## src/rtl/dqpsk_mod_if.sv

```systemverilog
// Handshake and sample bus of the DQPSK transmitter: dibit input side plus
// passband sample and status outputs. valid/ready transfer on a clock edge with both high.
interface dqpsk_mod_if;
    logic [1:0]        din;
    logic              din_valid;
    logic              din_ready;
    logic signed [7:0] dout;
    logic              busy;
    logic              sym_strobe;
    logic              underrun;

    modport master (
        output din, din_valid,
        input  din_ready, dout, busy, sym_strobe, underrun
    );

    modport slave (
        input  din, din_valid,
        output din_ready, dout, busy, sym_strobe, underrun
    );
endinterface

```

## src/rtl/dqpsk_mod.sv

```systemverilog
// DQPSK transmitter: differential Gray dibit encoding, rectangular SPS-sample
// symbols, fs/4 up-conversion via the I, -Q, -I, Q sample sequence.
module dqpsk_mod #(
    parameter int SPS = 32,
    parameter int AMP = 90
) (
    input logic        clk,
    input logic        reset_n,
    dqpsk_mod_if.slave bus
);
    localparam int                CW       = $clog2(SPS);
    localparam logic [CW-1:0]     CNT_LAST = CW'(SPS - 1);
    localparam logic signed [7:0] A_POS    = 8'(AMP);
    localparam logic signed [7:0] A_NEG    = 8'(-AMP);

    typedef enum logic {
        IDLE = 1'b0,
        RUN  = 1'b1
    } state_t;

    state_t            state_q, state_d;
    logic [CW-1:0]     cnt_q, cnt_d;
    logic [1:0]        p_q, p_d;
    logic [1:0]        c_q, c_d;
    logic [1:0]        buf_q, buf_d;
    logic              buf_full_q, buf_full_d;
    logic              busy_q, busy_d;
    logic              sym_strobe_q, sym_strobe_d;
    logic              underrun_q, underrun_d;
    logic signed [7:0] dout_q, dout_d;

    logic [1:0]        inc;
    logic signed [7:0] m;
    logic              i_pos, q_pos, last, load;

    always_comb begin
        case (buf_q)
            2'b00:   inc = 2'd0;
            2'b01:   inc = 2'd1;
            2'b11:   inc = 2'd2;
            default: inc = 2'd3;
        endcase

        // Sign of each axis for phase p; the carrier just picks and negates.
        i_pos = (p_q == 2'd0) || (p_q == 2'd3);
        q_pos = !p_q[1];
        case (c_q)
            2'd0:    m = i_pos ? A_POS : A_NEG;
            2'd1:    m = q_pos ? A_NEG : A_POS;
            2'd2:    m = i_pos ? A_NEG : A_POS;
            default: m = q_pos ? A_POS : A_NEG;
        endcase

        last = (cnt_q == CNT_LAST);
        load = buf_full_q && ((state_q == IDLE) || last);

        state_d      = state_q;
        cnt_d        = cnt_q;
        p_d          = p_q;
        buf_d        = buf_q;
        buf_full_d   = buf_full_q;
        sym_strobe_d = 1'b0;
        underrun_d   = 1'b0;
        c_d          = c_q + 2'd1;
        dout_d       = (state_q == RUN) ? m : 8'sd0;

        // Ready is !buf_full_q, so a write and a consume never share an edge.
        if (bus.din_valid && !buf_full_q) begin
            buf_d      = bus.din;
            buf_full_d = 1'b1;
        end

        if (load) begin
            p_d          = p_q + inc;
            buf_full_d   = 1'b0;
            cnt_d        = '0;
            state_d      = RUN;
            sym_strobe_d = 1'b1;
        end else if (state_q == RUN) begin
            if (last) begin
                state_d    = IDLE;
                cnt_d      = '0;
                underrun_d = 1'b1;
            end else begin
                cnt_d = cnt_q + CW'(1);
            end
        end else begin
            cnt_d = '0;
        end

        busy_d = (state_d == RUN);
    end

    always_ff @(posedge clk or negedge reset_n) begin
        if (!reset_n) begin
            state_q      <= IDLE;
            cnt_q        <= '0;
            p_q          <= 2'd0;
            c_q          <= 2'd0;
            buf_q        <= 2'd0;
            buf_full_q   <= 1'b0;
            busy_q       <= 1'b0;
            sym_strobe_q <= 1'b0;
            underrun_q   <= 1'b0;
            dout_q       <= 8'sd0;
        end else begin
            state_q      <= state_d;
            cnt_q        <= cnt_d;
            p_q          <= p_d;
            c_q          <= c_d;
            buf_q        <= buf_d;
            buf_full_q   <= buf_full_d;
            busy_q       <= busy_d;
            sym_strobe_q <= sym_strobe_d;
            underrun_q   <= underrun_d;
            dout_q       <= dout_d;
        end
    end

    assign bus.din_ready  = !buf_full_q;
    assign bus.dout       = dout_q;
    assign bus.busy       = busy_q;
    assign bus.sym_strobe = sym_strobe_q;
    assign bus.underrun   = underrun_q;
endmodule

```

## src/flat_wrapper.sv

```systemverilog
// flat-port wrapper written by rule: the top's interface ports become plain ports
module dqpsk_mod_flat 
#(
    parameter int SPS = 32,
    parameter int AMP = 90
)
  (clk, reset_n, bus_din, bus_din_valid, bus_din_ready, bus_dout, bus_busy, bus_sym_strobe, bus_underrun);
  dqpsk_mod_if bus_i ();
  input logic clk;
  input logic reset_n;
  input wire logic [$bits(bus_i.din)-1:0] bus_din;
  input wire logic [$bits(bus_i.din_valid)-1:0] bus_din_valid;
  output wire logic [$bits(bus_i.din_ready)-1:0] bus_din_ready;
  output wire logic [$bits(bus_i.dout)-1:0] bus_dout;
  output wire logic [$bits(bus_i.busy)-1:0] bus_busy;
  output wire logic [$bits(bus_i.sym_strobe)-1:0] bus_sym_strobe;
  output wire logic [$bits(bus_i.underrun)-1:0] bus_underrun;
  assign bus_i.din = bus_din;
  assign bus_i.din_valid = bus_din_valid;
  assign bus_din_ready = bus_i.din_ready;
  assign bus_dout = bus_i.dout;
  assign bus_busy = bus_i.busy;
  assign bus_sym_strobe = bus_i.sym_strobe;
  assign bus_underrun = bus_i.underrun;
  dqpsk_mod #(.SPS(SPS), .AMP(AMP)) u_core (.clk(clk), .reset_n(reset_n), .bus(bus_i));
endmodule
```

## config.mk

```make
export PLATFORM = sky130hd
export DESIGN_NAME = dqpsk_mod_flat
export DESIGN_NICKNAME = d
export VERILOG_FILES = /design/src/rtl/dqpsk_mod_if.sv /design/src/rtl/dqpsk_mod.sv /design/src/flat_wrapper.sv
export SDC_FILE = /design/constraint.sdc
export NUM_CORES = 1
export LEC_CHECK = 0
export ABC_CLOCK_PERIOD_IN_PS = 4000
export CAP_MARGIN = 20
export CELL_PAD_IN_SITES_DETAIL_PLACEMENT = 0
export CELL_PAD_IN_SITES_GLOBAL_PLACEMENT = 1
export CORE_MARGIN = 2
export CORE_UTILIZATION = 42
export DETAILED_ROUTE_END_ITERATION = 16
export PLACE_DENSITY_LB_ADDON = 0.1
export SETUP_SLACK_MARGIN = 0.3
export SYNTH_ARGS = -nofsm -noshare
export SYNTH_HDL_FRONTEND = slang
export SYNTH_SLANG_ARGS = --single-unit
```

## constraint.sdc

```tcl
create_clock -name clk -period 4 [get_ports clk]
set_input_delay 0.6 -clock clk [delete_from_list [all_inputs] [get_ports clk]]
set_output_delay 0.6 -clock clk [all_outputs]
set_load 0.05 [all_outputs]
```

==> impl_metrics.tcl, run 1 <==
set metrics [dict create \
    clk_path_buf_depth 2 \
    drive_above_1_share_pct 7.865 \
    numCtsBuffers 3 \
    synth_commonest_cells "dfrtp_1 (18), ha_1 (9), inv_1 (8)" \
    grt_max_degree 19 \
    crit_slowest_cell "clkdlybuf4s50_1" \
    synth_area_leaders "dfrtp_1 (51%), ha_1 (13%), buf_4 (4.2%), inv_1 (3.4%), mux2_2 (2.5%)" \
    critPathCaptureType "output pin" \
    io_pins 17 \
    holdBufCountCts 0 \
    fmax_mhz 450.6 \
    ir_drop_mv 0.4015 \
    antenna_left 0 \
    drv_slew 0 \
    power.density_nw_per_um2 719.7 \
    syn_area_sq_um 883.3 \
    placedCellCount 113 \
    path_class "flip-flop to output pin" \
    crit_fanout 5 \
    synth_seq_cells 18 \
    antenna_found_initial 0 \
    crit_chain "inv_1 > clkdlybuf4s50_1" \
    portBuffers 15 \
    root_buffer "clkbuf_4" \
    cp_top_family "buffers and inverters" \
    finClkSkew_ns 0.0004254 \
    postSynthCellCount 77 \
    worstMarginPinSlew_ns 0.7677 \
    stdcell_area_sq_um 1041 \
    path_buf_inv 2 \
    r2r_cells 6 \
    yosys_warnings 0 \
    cts.clk_slew.worst_paths_ns 0.09 \
    max_slew_margin_pct 48.66 \
    grt_pass1_wl_um 2346 \
    gp_congestion 0.6454 \
    cts_setup_buffers 0 \
    final_util_pct 52.53 \
    slowest_delay_ns 0.80 \
    postPlaceCellArea_sq_um 1018 \
    yosysTopAreaCellShare_pct 50.99 \
    final_cells 116 \
    worstSkewPairLatency_ns 0.28 \
    avgSynthCellArea_sq_um 11.47 \
    synthDistinctLibCells 27 \
    multi_input_area_sq_um 354.1 \
    setup_violations 0 \
    fillers 174 \
    fin_crit_sh_pct 55.48 \
    vias_per_cell 4.767 \
    syn-num-nets 91 \
    globalRouteTotalUtil_pct 12.55 \
    initial_core_util_pct 44.57 \
    seq_area_sq_um 450.4 \
    wl_um 1232 \
    hold_path_depth 1 \
    rsz0062_at_grt "no" \
    dp_hpwl_um 955.7 \
    cp.depth 2 \
    synth_ff_type "dfrtp_1" \
    fin_tns_setup_ns 0 \
    core-area_sq_um 1982 \
    hold_viol 0 \
    grt_pass1_vias 564 \
    final_nets 105 \
    vias 553 \
    p_total_mw 0.7492 \
    dr.pass1.iters 4 \
    diodes 0 \
    ys_seq_area_share_pct 50.99 \
    synthArstFlopShare_pct 100.0 \
    yosys.area.top_type "dfrtp_1" \
    core.rowCount 16 \
    htree_levels 1 \
    cap_viol_max_count 0 \
    cts_tree "done" \
    area_growth_pct 17.85 \
    drtIter0Drc 5 \
    crit_required_ns 3.40 \
    critPathArrivalTime_ns 1.62 \
    grt_overflow 0 \
    die_w_um 49.86 \
    critPathLaunchType "flip-flop" \
    synth-edff-count 0 \
    min_period_ns 2.219 \
    status "complete, no violations" \
    cts_resized 0 \
    die_area_sq_um 2486 \
    hold_path.class "flip-flop to flip-flop" \
    die_h_um 49.86 \
    clock_sinks 18 \
    wl_per_cell_um 10.62 \
    yosysMostFrequentCell "dfrtp_1" \
    drc 0 \
    p_leak_nw 0.4885 \
]
[cell usage in the layout (no fill, tap or decap)]
| cell | n |
|---|---|
| a31oi_1 | 1 |
| and2_1 | 1 |
| and3_1 | 3 |
| clkbuf_4 | 3 |
| clkdlybuf4s50_1 | 15 |
| conb_1 | 1 |
| dfrtp_1 | 18 |
| ha_1 | 9 |
| inv_1 | 8 |
| mux2_2 | 2 |
| nand2_1 | 3 |
| nand2b_2 | 1 |
| nand3_1 | 1 |
| nand4_1 | 1 |
| nor2_1 | 4 |
| nor2b_1 | 1 |
| nor3_1 | 2 |
| nor3b_1 | 1 |
| nor4b_1 | 2 |
| o211a_1 | 1 |
| o21a_1 | 1 |
| o21ai_0 | 3 |
| o31ai_1 | 2 |
| o41ai_2 | 1 |
| or3_1 | 1 |
| xnor2_1 | 2 |
| xor2_1 | 1 |
[registers in the layout, indices dropped and copies added (netlist names)]
name,cells
u_core.bus.dout,3
u_core.buf_q,2
u_core.bus.underrun,1
u_core.state_q,1
u_core.p_q,2
u_core.buf_full_q,1
u_core.cnt_q,5
u_core.bus.sym_strobe,1
u_core.c_q,2
[layer usage]
layer,up-vias,wire [um],global-route usage (%)
met5,-,0,0
met3,2,67,3.939
li1,280,-,-
met2,16,574,20.67
met1,255,580,14.96
met4,0,10,5.556
[worst paths after layout]
kind | startpoint | to | slack, ns
worst max-delay path | u_core.buf_full_q$_DFFE_PN0P_ | bus_din_ready | 1.78
max in group asynchronous | reset_n | u_core.buf_q[0]$_DFFE_PN0P_ | 2.76
worst min register to register | u_core.cnt_q[0]$_DFF_PN0_ | u_core.cnt_q[0]$_DFF_PN0_ | 0.49
min in group asynchronous | reset_n | u_core.bus.dout[6]$_DFF_PN0_ | 0.76
worst max register to register | u_core.cnt_q[0]$_DFF_PN0_ | u_core.p_q[0]$_DFFE_PN0P_ | 2.12
worst min-delay path | u_core.cnt_q[0]$_DFF_PN0_ | u_core.cnt_q[0]$_DFF_PN0_ | 0.49
[through the flow]
step	setup slack [ns]	hold WS, ns
2_1_floorplan	2.259	0.3044
3_3_place_gp	2.109	0.4509
3_5_place_dp	2.090	0.4913
4_1_cts	1.762	0.5045
5_1_grt	1.691	0.5312
6_report	1.781	0.4947
[power breakdown]
group	leakage, nW	internal (mW)	switching, mW
registers	0.209	0.243	0.0555
clock network	0.0138	0.0349	0.0505
logic	0.265	0.155	0.210
[logic make-up after synthesis]
kind of cell,after synthesis,share of synthesized area [%]
AOI/OAI and AO/OA,9,7.932
xor gates and xnor gates,3,2.975
and+or+nand+nor,21,13.46
buffers and inverters,14,8.924
adders and majority gates,9,12.75
DFF,18,50.99
other,1,0.4245
muxes,2,2.549
[worst register-to-register path: cells and delay by family, from the launching register on]
| family | cells | cell delay (ns) |
|---|---|---|
| simple gates | 3 | 0.60 |
| flops | 1 | 0.42 |
| mux | 1 | 0.34 |
| fa+ha+maj | 2 | 0.41 |
[cell type report]
class | instances | area share (%)
flip-flops and latches | 18 | 43.27
multi-input cells | 45 | 34.01
repair buffers | 15 | 14.42
well taps | 27 | 3.245
inverters | 8 | 2.885
clock buffers | 3 | 2.163
No activity file was read; power rests on OpenSTA's default activity.
==> inputs of run 2 (changes only) <==
--- a/config.mk
+++ b/config.mk
@@ -5,12 +5,12 @@
 export SDC_FILE = /design/constraint.sdc
 export NUM_CORES = 1
 export LEC_CHECK = 0
-export ABC_CLOCK_PERIOD_IN_PS = 4000
+export ABC_CLOCK_PERIOD_IN_PS = 2000
 export CAP_MARGIN = 20
 export CELL_PAD_IN_SITES_DETAIL_PLACEMENT = 0
 export CELL_PAD_IN_SITES_GLOBAL_PLACEMENT = 1
 export CORE_MARGIN = 2
-export CORE_UTILIZATION = 42
+export CORE_UTILIZATION = 35
 export DETAILED_ROUTE_END_ITERATION = 16
 export PLACE_DENSITY_LB_ADDON = 0.1
 export SETUP_SLACK_MARGIN = 0.3
==> constraint.sdc (replaced) <==
create_clock -name clk -period 2 [get_ports clk]
set_input_delay 0.3 -clock clk [delete_from_list [all_inputs] [get_ports clk]]
set_output_delay 0.3 -clock clk [all_outputs]
set_load 0.05 [all_outputs]
==> run 2 against run 1 <==
  * Core utilization down 8.8 points
  * Final cell count increased by 5.2%
  * Sequential share of layout area decreased by 0.92 points
  * Critical path depth rose by 4
  * Largest power group unchanged
  * Setup slack worse by 1.4 ns
  * Worst hold slack got worse by 0.15 ns
  * Non-clock buffer count rose by 3
  * Via count grew 3.3%
  * Clock power up 99%
  * Global-route usage decreased by 0.91 points
  * Routed wire length increased by 10%
==> impl_metrics.tcl, run 2 (same netlist as run 1, synthesis figures left out) <==
set metrics [dict create \
    status "complete, no violations" \
    die_h_um 54.24 \
    rsz0062_at_grt "no" \
    critPathCaptureType "flip-flop" \
    cts.clk_slew.worst_paths_ns 0.09 \
    htree_levels 1 \
    grt_pass1_wl_um 2352 \
    drtIter0Drc 3 \
    grt_pass1_vias 523 \
    portBuffers 15 \
    final_nets 108 \
    wl_per_cell_um 11.11 \
    largest_register "u_core.cnt_q" \
    postPlaceCellArea_sq_um 1035 \
    grt_max_degree 19 \
    path_class "flip-flop to flip-flop" \
    crit_required_ns 2.18 \
    holdWs_ns 0.3415 \
    dr.pass1.iters 4 \
    comb_power_share_pct 48.3 \
    cap_viol_max_count 0 \
    setup_violations 0 \
    finClkSkew_ns 0.006391 \
    numCtsBuffers 3 \
    seq_area_sq_um 450.4 \
    pwr-share-clk_pct 11.5 \
    wl_um 1356 \
    largest_reg_flops 5 \
    drc 0 \
    p_sw_mw 0.6430 \
    seqPwrFrac_pct 40.2 \
    cts_tree "done" \
    ir_drop_mv 0.8354 \
    final_common_cell "dfrtp_1" \
    fin_crit_sh_pct 81.51 \
    hold_viol 0 \
    area_growth_pct 20.40 \
    worstReg2RegStart "u_core.cnt_q[0]$_DFF_PN0_" \
    fin_tns_setup_ns 0 \
    gp_congestion 0.6904 \
    io_pins 17 \
    dp_slack_ns 0.2713 \
    dp_hpwl_um 987.7 \
    worstSkewPairLatency_ns 0.29 \
    min_period_ns 1.630 \
    clock_sinks 18 \
    switching_share_pct 43.29 \
    fillers 249 \
    crit_fanout 4 \
    power.density_nw_per_um2 1396 \
    internal_power_mw 0.8421 \
    clk_path_buf_depth 2 \
    antenna_left 0 \
    diodes 0 \
    holdBufCountCts 0 \
    antenna_found_initial 0 \
    root_buffer "clkbuf_4" \
    final_cell_mix "dfrtp_1 (18), dlygate4sd2_1 (9), inv_1 (8), ha_1 (8)" \
    critPathArrivalTime_ns 1.81 \
    multi_input_area_sq_um 369.1 \
    stdcell_area_sq_um 1064 \
    initial_core_util_pct 36.32 \
    fmax_mhz 613.4 \
    drive_above_1_share_pct 15.22 \
    die_area_sq_um 2941 \
    final_cells 122 \
    grt_overflow 0 \
    cp-startpoint "u_core.cnt_q[0]$_DFF_PN0_" \
    vias 571 \
    hold_path.class "input pin to async pin" \
    drv_slew 0 \
    core.rowCount 18 \
    placedCellCount 117 \
    critPathLaunchType "flip-flop" \
    die_w_um 54.24 \
    worst_slack_ns 0.3698 \
    p_leak_nw 0.5228 \
    globalRouteTotalUtil_pct 11.64 \
    core-area_sq_um 2432 \
    vias_per_cell 4.680 \
]
-- run 2: cell count changes in the layout (fill, tap and decap cells not counted) --
cell             previous run  this run
buf_4                       0         4
clkbuf_2                    0         1
clkdlybuf4s50_1            15         4
dlygate4sd2_1               0         9
ha_1                        9         8
ha_2                        0         1
nand2_1                     3         2
nand2_4                     0         1
nand2b_2                    1         0
nand2b_4                    0         1
-- run 2: area by class of cell --
cell class              count  area share (%)
clock buffers               3           2.118
inverters                   8           2.824
multi-input cells          45           34.71
flip-flops and latches     18           42.35
well taps                  30           3.529
repair buffers             18           14.47
-- run 2: final timing paths --
check | endpoint | slack [ns] | cells after the start
max in group asynchronous | u_core.p_q[1]$_DFFE_PN0P_ | 1.46 | 2
worst max-delay path | u_core.p_q[0]$_DFFE_PN0P_ | 0.37 | 6
worst min register to register | u_core.c_q[0]$_DFF_PN0_ | 0.50 | 1
worst min-delay path | u_core.cnt_q[0]$_DFF_PN0_ | 0.34 | 2
worst max register to register | u_core.p_q[0]$_DFFE_PN0P_ | 0.37 | 6
min in group clk | u_core.c_q[0]$_DFF_PN0_ | 0.50 | 1
-- run 2: stage by stage --
step | util (%) | total power [mW]
final | 43.72 | 1.485
after global routing | 43.72 | 1.615
after CTS | 43.78 | 1.506
after detailed placement | 42.54 | 1.354
after global placement | 42.54 | 1.346
after floorplan | - | 1.210
-- run 2: what timing repair did --
action | CTS | global route
pin swaps | 0 | 0
resized for setup | 11 | 3
hold endpoints to repair | 0 | 0
buffers inserted | 2 | 0
endpoints found under the setup margin | 11 | 3
-- run 2: power groups by stage --
stage	sequential [mW]	clock, mW	combinational (mW)
2_1_floorplan	0.652	0	0.558
6_report	0.597	0.170	0.717
3_5_place_dp	0.608	0	0.746
5_1_grt	0.616	0.202	0.796
4_1_cts	0.596	0.182	0.727
3_3_place_gp	0.604	0	0.742
-- run 2: worst max-delay path, cell delays in order (launching register included) --
cell	delay (ns)
dfrtp_1	0.40
ha_2	0.20
and3_1	0.18
ha_1	0.19
nand2b_4	0.16
nand2_4	0.08
mux2_2	0.32
-- run 2: metal layers --
metal | track usage, % | up-vias | wire [um]
met1 | 15.83 | 262 | 655
met3 | 4.918 | 4 | 94
met5 | 0 | - | 0
met4 | 5.000 | 0 | 22
met2 | 16.06 | 19 | 583
li1 | - | 286 | -
